--- src/rtl/mem_arb_pkg.sv ---
// Shared encodings for the three-requester memory port arbiter.
package mem_arb_pkg;

  typedef enum logic [1:0] {
    IDLE  = 2'd0,
    ISSUE = 2'd1,
    WAIT  = 2'd2,
    DONE  = 2'd3
  } state_e;

  typedef logic [1:0] owner_t;

  // Owner codes double as bit positions in the one-hot winner vector.
  localparam owner_t OWN_I    = 2'd0;
  localparam owner_t OWN_D    = 2'd1;
  localparam owner_t OWN_X    = 2'd2;
  localparam owner_t OWN_NONE = 2'd3;

endpackage

--- src/rtl/mem_arb_pick.sv ---
// Fixed-priority pick (d > i > x) with a starvation override that puts x first.
module mem_arb_pick
  import mem_arb_pkg::*;
(
  input  logic       i_req,
  input  logic       d_req,
  input  logic       x_req,
  input  logic       starve,
  output logic [2:0] winner
);

  always_comb begin
    winner = '0;
    if (x_req && starve) begin
      winner[OWN_X] = 1'b1;
    end else if (d_req) begin
      winner[OWN_D] = 1'b1;
    end else if (i_req) begin
      winner[OWN_I] = 1'b1;
    end else if (x_req) begin
      winner[OWN_X] = 1'b1;
    end
  end

endmodule

--- src/rtl/mem_port_arbiter.sv ---
// Shares one single-port synchronous memory between fetch (i), data (d) and debug (x)
// requesters, one transaction at a time: IDLE -> ISSUE -> WAIT -> DONE.
module mem_port_arbiter
  import mem_arb_pkg::*;
#(
  parameter int MEM_LAT    = 2,
  parameter int STARVE_MAX = 4,
  parameter int AGE_W      = 3
) (
  input  logic        Clk,
  input  logic        Clrn,
  input  logic        i_req,
  input  logic [31:0] i_addr,
  output logic        i_gnt,
  output logic        i_rvalid,
  input  logic        d_req,
  input  logic        d_we,
  input  logic [31:0] d_addr,
  input  logic [31:0] d_wdata,
  output logic        d_gnt,
  output logic        d_rvalid,
  input  logic        x_req,
  input  logic        x_we,
  input  logic [31:0] x_addr,
  input  logic [31:0] x_wdata,
  output logic        x_gnt,
  output logic        x_rvalid,
  output logic [31:0] r_rdata,
  output logic        m_en,
  output logic        m_we,
  output logic [31:0] m_addr,
  output logic [31:0] m_wdata,
  input  logic [31:0] m_rdata
);

  localparam int CNT_W = (MEM_LAT > 1) ? $clog2(MEM_LAT) : 1;

  state_e           state_q, state_d;
  owner_t           owner_q, owner_d;
  logic [31:0]      addr_q, addr_d;
  logic [31:0]      wdata_q, wdata_d;
  logic [31:0]      rdata_q, rdata_d;
  logic             we_q, we_d;
  logic [CNT_W-1:0] cnt_q, cnt_d;
  logic [AGE_W-1:0] age_q, age_d;
  logic [2:0]       winner;
  logic             starve;

  assign starve = ({{(32-AGE_W){1'b0}}, age_q} >= 32'(STARVE_MAX));

  mem_arb_pick u_pick (
    .i_req  (i_req),
    .d_req  (d_req),
    .x_req  (x_req),
    .starve (starve),
    .winner (winner)
  );

  always_ff @(posedge Clk or negedge Clrn) begin
    if (!Clrn) begin
      state_q <= IDLE;
      owner_q <= OWN_NONE;
      addr_q  <= '0;
      wdata_q <= '0;
      rdata_q <= '0;
      we_q    <= 1'b0;
      cnt_q   <= '0;
      age_q   <= '0;
    end else begin
      state_q <= state_d;
      owner_q <= owner_d;
      addr_q  <= addr_d;
      wdata_q <= wdata_d;
      rdata_q <= rdata_d;
      we_q    <= we_d;
      cnt_q   <= cnt_d;
      age_q   <= age_d;
    end
  end

  always_comb begin
    state_d = state_q;
    owner_d = owner_q;
    addr_d  = addr_q;
    wdata_d = wdata_q;
    rdata_d = rdata_q;
    we_d    = we_q;
    cnt_d   = cnt_q;
    age_d   = age_q;
    unique case (state_q)
      IDLE: begin
        // x ages only on cycles where it asked and someone else won.
        if (winner[OWN_X]) begin
          age_d = '0;
        end else if (x_req && (age_q != '1)) begin
          age_d = age_q + AGE_W'(1);
        end
        if (|winner) begin
          state_d = ISSUE;
          if (winner[OWN_D]) begin
            owner_d = OWN_D;
            addr_d  = d_addr;
            we_d    = d_we;
            wdata_d = d_wdata;
          end else if (winner[OWN_I]) begin
            owner_d = OWN_I;
            addr_d  = i_addr;
            we_d    = 1'b0;
            wdata_d = '0;
          end else begin
            owner_d = OWN_X;
            addr_d  = x_addr;
            we_d    = x_we;
            wdata_d = x_wdata;
          end
        end
      end
      ISSUE: begin
        cnt_d   = CNT_W'(MEM_LAT - 1);
        state_d = WAIT;
      end
      WAIT: begin
        if (cnt_q == '0) begin
          rdata_d = we_q ? '0 : m_rdata;
          state_d = DONE;
        end else begin
          cnt_d = cnt_q - CNT_W'(1);
        end
      end
      DONE: begin
        owner_d = OWN_NONE;
        state_d = IDLE;
      end
      default: state_d = IDLE;
    endcase
  end

  // Grants are masked while Clrn is low so nothing is offered during reset.
  always_comb begin
    i_gnt = 1'b0;
    d_gnt = 1'b0;
    x_gnt = 1'b0;
    if ((state_q == IDLE) && Clrn) begin
      i_gnt = winner[OWN_I];
      d_gnt = winner[OWN_D];
      x_gnt = winner[OWN_X];
    end
    i_rvalid = (state_q == DONE) && (owner_q == OWN_I);
    d_rvalid = (state_q == DONE) && (owner_q == OWN_D);
    x_rvalid = (state_q == DONE) && (owner_q == OWN_X);
  end

  assign m_en    = (state_q == ISSUE);
  assign m_we    = m_en & we_q;
  assign m_addr  = addr_q;
  assign m_wdata = wdata_q;
  assign r_rdata = rdata_q;

endmodule
--- config.mk ---
export PLATFORM = sky130hd
export DESIGN_NAME = mem_port_arbiter
export DESIGN_NICKNAME = d
export VERILOG_FILES = /design/src/rtl/mem_arb_pkg.sv /design/src/rtl/mem_arb_pick.sv /design/src/rtl/mem_port_arbiter.sv
export SDC_FILE = /design/constraint.sdc
export NUM_CORES = 1
export LEC_CHECK = 0
export BUFFER_PORTS_ARGS = -buffer_cell sky130_fd_sc_hd__buf_2
export CAP_MARGIN = 5
export CELL_PAD_IN_SITES_DETAIL_PLACEMENT = 0
export CELL_PAD_IN_SITES_GLOBAL_PLACEMENT = 1
export CORE_UTILIZATION = 32
export CTS_CLUSTER_DIAMETER = 60
export DETAILED_ROUTE_END_ITERATION = 12
export PLACE_DENSITY_LB_ADDON = 0.25
export REMOVE_ABC_BUFFERS = 1
export SLEW_MARGIN = 15
export SYNTH_ARGS = -nofsm -noshare
export SYNTH_HDL_FRONTEND = slang
export SYNTH_SLANG_ARGS = --single-unit
--- constraint.sdc ---
create_clock -name Clk -period 1.85 [get_ports Clk]
set_clock_uncertainty 0.1 [all_clocks]
set_input_delay 0.185 -clock Clk [delete_from_list [all_inputs] [get_ports Clk]]
set_output_delay 0.185 -clock Clk [all_outputs]
set_load 0.03 [all_outputs]
# Word-level counts from Yosys, hierarchy flattened

Index checks and enable logic that the tools add are counted.

Add/sub/neg operators: 2
Multiply operators: 0
Divide/modulo/power cells: 0
Order comparisons: 1
Eq/ne operators: 8
Shift operators: 0
Multiplexer cells: 29
Bitwise logic cells: 2
Reductions and logical operators: 17

Operator list:

| cell                                                                   | count |
|---|---|
| 32-bit two-way mux                                                     | 5 |
| 1-bit two-way mux                                                      | 13 |
| 2-bit two-way mux                                                      | 6 |
| 2-bit AND reduction                                                    | 5 |
| 2-bit one-hot mux with 4 select lines                                  | 1 |
| 2-bit equality test (second input constant)                            | 3 |
| 1-bit logical AND                                                      | 6 |
| 3-bit two-way mux                                                      | 2 |
| 2-bit nonzero test                                                     | 3 |
| 2-bit by 1-bit equality test with 1-bit output (second input constant) | 2 |
| 2-bit logical NOT                                                      | 2 |
| 2-bit inequality test (second input constant)                          | 2 |
| 2-bit one-hot mux with 2 select lines                                  | 1 |
| 3-bit by 1-bit adder with 3-bit output (second input constant)         | 1 |
| 3-bit >= comparator (second input constant)                            | 1 |
| 3-bit inequality test (second input constant)                          | 1 |
| 3-bit OR reduction                                                     | 1 |
| 1-bit one-hot mux with 2 select lines                                  | 1 |
| 1-bit AND                                                              | 1 |
| 1-bit inverter                                                         | 1 |
| 1-bit subtractor (second input constant)                               | 1 |

Register bits after elaboration: 105
Bits in latches: 0
Memory bits (writable): 0
ROM bits: 0
Bits of input ports: 199
Output and inout bits: 104
Memories kept: 0

# Logic depth before layout (Yosys ltp)

Depth in word-level cells: 7
Gate-level depth with buffers: 7

# By module

Synthesis repeated with hierarchy kept, for this count alone.

Cell total of the unflattened synthesis: 520
Area total of the unflattened synthesis: 5330.1 um2

Modules (own cells, without submodules):

| module           | times used | cells an instance | area an instance (um2) |
|---|---|---|---|
| mem_port_arbiter | 1          | 515               | 5291.3 |
| mem_arb_pick     | 1          | 5                 | 38.8 |

# Worst setup path before layout

Ideal clock, no wire load.

Path kind: reg2out
Start point: register state_q[0]
End point: output port i_gnt
Data arrival time: 1.804 ns
Data required time: 1.565 ns
Slack: -0.239 ns
Cell stages (with the launch flop): 6
Path buffers: 1
Cell sequence: dfrtp_1 inv_1 ha_1 clkbuf_1 nand3_1 nor3b_1

Word-level cells in the longest chain between the ends: 3

Ends and longest elaborated chain:

| item                     | line                    | RTL |
|---|---|---|
| start: declaration       | mem_port_arbiter.sv:38  | `state_e state_q, state_d;` |
| start signal: assignment | mem_port_arbiter.sv:70  | `state_q <= state_d;` |
| 2-bit logical NOT        | mem_port_arbiter.sv:143 | `if ((state_q == IDLE) && Clrn) begin` |
| 1-bit logical AND        | mem_port_arbiter.sv:143 |  |
| 1-bit two-way mux        | mem_port_arbiter.sv:143 |  |
| end: declaration         | mem_port_arbiter.sv:14  | `output logic i_gnt,` |

No other way between the ends.

# Final worst setup path

Start point: register age_q[2]
End point: output port x_gnt

Word-level cells in the longest chain between the ends: 4

Ends and longest elaborated chain:

| item                     | line                    | RTL |
|---|---|---|
| start: declaration       | mem_port_arbiter.sv:45  | `logic [AGE_W-1:0] age_q, age_d;` |
| start signal: assignment | mem_port_arbiter.sv:77  | `age_q <= age_d;` |
| 3-bit >= comparator      | mem_port_arbiter.sv:49  | `assign starve = ({{(32-AGE_W){1'b0}}, age_q} >= 32'(STARVE_MAX));` |
| 1-bit logical AND        | mem_arb_pick.sv:14      | `if (x_req && starve) begin` |
| 1-bit two-way mux        | mem_arb_pick.sv:14      |  |
| 1-bit two-way mux        | mem_port_arbiter.sv:143 |  |
| end: declaration         | mem_port_arbiter.sv:26  | `output logic x_gnt,` |

No other way between the ends.

==> flow_metrics.tcl <==
set metrics [dict create \
    synth_simple_gate_area_frac 0.1938 \
    yosys.area_share.xor_xnor 0 \
    multiInputGateArea_sq_um 2618 \
    ir_worst_vdd_v 0.0006681 \
    synth.ff_latch_count 105 \
    cts.htree.levels 3 \
    achievable-frequency_mhz 558.9 \
    layout.nets 1153 \
    final_core_util 0.4779 \
    cp_data_required_time_ns 1.56 \
    port_buffers 302 \
    design.die.area_sq_um 17920 \
    drtAntennaViolNets 0 \
    maxSlewViolCount 0 \
    arrival_ns 1.50 \
    total_switching_power_uw 5773 \
    grt_antenna_before_repair 3 \
    most_common_library_cell_in_the_layout_ignoring_fill_and_taps "sky130_fd_sc_hd__buf_2" \
    final_cell_area_sq_um 8009 \
    area.growth.synth_to_final_pct 43.91 \
    p_per_area_nw_per_um2 1542 \
    floorplan.initialDensity 0.3321 \
    rows 47 \
    vias_in_the_first_global_route 5445 \
    track_usage 0.2124 \
    end_kind "output pin" \
    avgViaCountPerCell 4.925 \
    layout_common_cells "sky130_fd_sc_hd__buf_2, sky130_fd_sc_hd__nand2_1, sky130_fd_sc_hd__dfrtp_1, sky130_fd_sc_hd__o21ai_0, sky130_fd_sc_hd__a21oi_1" \
    design.portCount 303 \
    core_sq_um 16760 \
    hold_viol 1 \
    post-route-drc-count 0 \
    finalHoldWorstSlack_ns -0.001058 \
    share_of_synthesized_flip_flops_with_an_asynchronous_set_or_reset 1.000 \
    number_of_buffers_added_by_the_clock_tree_synthesis_step 9 \
    synth_cells 637 \
    violation_count_after_the_first_detailed_routing_iteration 254 \
    path_clk_slew_ns 0.07 \
    maxCapViolations 0 \
    use_met1 0.2672 \
    grt_max_degree 65 \
    worstMarginPinSlew_ns 0.8054 \
    gp_congestion 0.7808 \
    p_int_uw 6580 \
    drive_gt1_frac 0.3799 \
    regArea_sq_um 2631 \
    muxShareOfSynthArea 0 \
    vias 5782 \
    gr-max-usage-layer "met2" \
    setup_ws_ns 0.06071 \
    first_pass_grt_wire_length_mm 29.62 \
    pre_cts_slack_ns 0.2673 \
    final.period_utilization 0.9672 \
    area_share_of_the_largest_cell_type_after_synthesis 0.4631 \
    grt_setup_unrepaired "false" \
    sw_frac_of_total 0.4673 \
    global_route.overflow_total 0 \
    crit_path_start_kind "flip-flop" \
    path_class "reg2out" \
    yosysTopAreaCell "sky130_fd_sc_hd__dfrtp_1" \
    clk_path_buf_depth 2 \
    detail_route.first_pass.iterations 4 \
    die_width_um 133.9 \
    yosys_warnings 0 \
    post-dp-hpwl_mm 14.01 \
    run_status "finished with violations" \
    timing.reg2reg.worst_path_depth 6 \
    largest_family_of_logic_cells_by_synthesized_area "compound AO/OA/AOI/OAI gates" \
    placed_cell_area_sq_um 7310 \
    synth-edff-count 0 \
    pwr-share-seq 0.323 \
    synth_area_in_adders 0.01349 \
    grt.met2_usage 0.3497 \
    synth-seq-area-share 0.4726 \
    clk_latency_ns 0.34 \
    chipHeight_um 133.9 \
    synth.cell_area_sq_um 5565 \
    slew_headroom 0.4630 \
    hold_path_class "in2reg" \
    holdPathStages 3 \
    power_frac_comb 0.519 \
    synthFlopType "sky130_fd_sc_hd__dfrtp_1" \
    synth-compound-area-share 0.2561 \
    number_of_sinks_driven_by_the_clock_tree 105 \
    cts.root.buffer_cell "sky130_fd_sc_hd__clkbuf_16" \
    met3_track_demand_over_resource 0.06576 \
    setup_tns_ns 0 \
    route.detailed.wl_per_inst_um 16.31 \
    netlist-cell-type-count 34 \
    routed_wirelength_mm 19.15 \
    static-leakage-power_uw 0.003974 \
    synthesis.area_per_instance_sq_um 8.737 \
    pwr-share-clk 0.158 \
    filler_cell_count 1715 \
    critical_path_peak_fanout 18 \
    setup_violators_final 0 \
    cts_tree "yes" \
    finalWorstPathRequiredPeriod_ns 1.789 \
    violated_checks "hold timing" \
    post_synth_main_area_contributors "sky130_fd_sc_hd__dfrtp_1, sky130_fd_sc_hd__nand2_1, sky130_fd_sc_hd__o21ai_0, sky130_fd_sc_hd__a21oi_1, sky130_fd_sc_hd__o221ai_1" \
]
-- power by group through the flow --
stage	logic, uW	registers [uW]	clock network, uW
floorplan	1960	5970	0
global placement	6290	3980	0
detailed placement	6340	4020	0
CTS	6450	3990	2010
global route	7040	4120	2100
finish	6410	3990	1960
-- sequential cells by signal (all words and copies together) (netlist names) --
register  count
state_q       2
cnt_q         1
age_q         3
m_addr       32
we_q          1
r_rdata      32
owner_q       2
m_wdata      32
-- synthesized netlist by cell type (all sizes together) (6+ instances only) --
| library cell | count |
|---|---|
| nor2 | 36 |
| dfrtp | 103 |
| o21ai | 102 |
| nand3b | 32 |
| clkbuf | 30 |
| a21oi | 67 |
| buf | 33 |
| a22oi | 35 |
| nand2b | 33 |
| nand2 | 105 |
| ha | 6 |
| o221ai | 32 |
-- final timing paths --
| check | start | to | slack [ns] |
|---|---|---|---|
| worst max-delay path | age_q[2] | x_gnt | 0.06 |
| worst min-delay path | m_rdata[7] | r_rdata[7] | -0.001 |
| worst max register to register | age_q[2] | m_addr[15] | 0.26 |
| worst min register to register | r_rdata[1] | r_rdata[1] | 0.38 |
| max in group asynchronous | Clrn | m_addr[11] | 0.53 |
| min in group asynchronous | Clrn | r_rdata[17] | 0.36 |
-- metal layers --
layer | wire length (um) | part of all wire | vias to the layer above
met5 | 27 | 0.0014 | -
met4 | 237 | 0.012 | 4
met3 | 1716 | 0.090 | 21
met2 | 8865 | 0.46 | 229
met1 | 8298 | 0.43 | 2632
li1 | - | - | 2896
-- worst max-delay path, cell delays in order (launching register included) --
cell and delay (ns):
sky130_fd_sc_hd__dfrtp_2 0.44, sky130_fd_sc_hd__buf_12 0.16, sky130_fd_sc_hd__o21bai_4 0.18, sky130_fd_sc_hd__and4_1 0.20, sky130_fd_sc_hd__buf_4 0.17
-- per-stage QoR --
step                power (uW)  cells
global placement         10270   1124
global route             13260   1173
CTS                      12450   1173
detailed placement       10360   1124
floorplan                 7929    574
finish                   12350   1174
-- logic make-up after synthesis --
| kind of cell | after synthesis |
|---|---|
| AOI/OAI and AO/OA | 241 |
| and+or+nand+nor | 220 |
| DFF | 105 |
| buffers and inverters | 65 |
| adders and majority gates | 6 |
-- what timing repair did --
| action | 4_1_cts | 5_1_grt |
|---|---|---|
| hold endpoints to repair | 74 | 0 |
| hold buffers | 31 | 0 |
| gates resized for setup | 8 | 8 |
| setup buffers | 1 | 0 |
| pin swaps | 0 | 1 |
| gates cloned | 1 | 0 |
| setup endpoints to repair | 3 | 4 |
-- cell type report --
type,instances,area share
flip-flops and latches,105,0.3285
multi-input cells,467,0.3268
repair buffers,363,0.2723
well taps,220,0.03437
clock buffers,10,0.02859
clock inverters,6,0.008124
inverters,2,0.0009374
diodes,1,0.0003125
No activity file was read; power rests on OpenSTA's default activity.
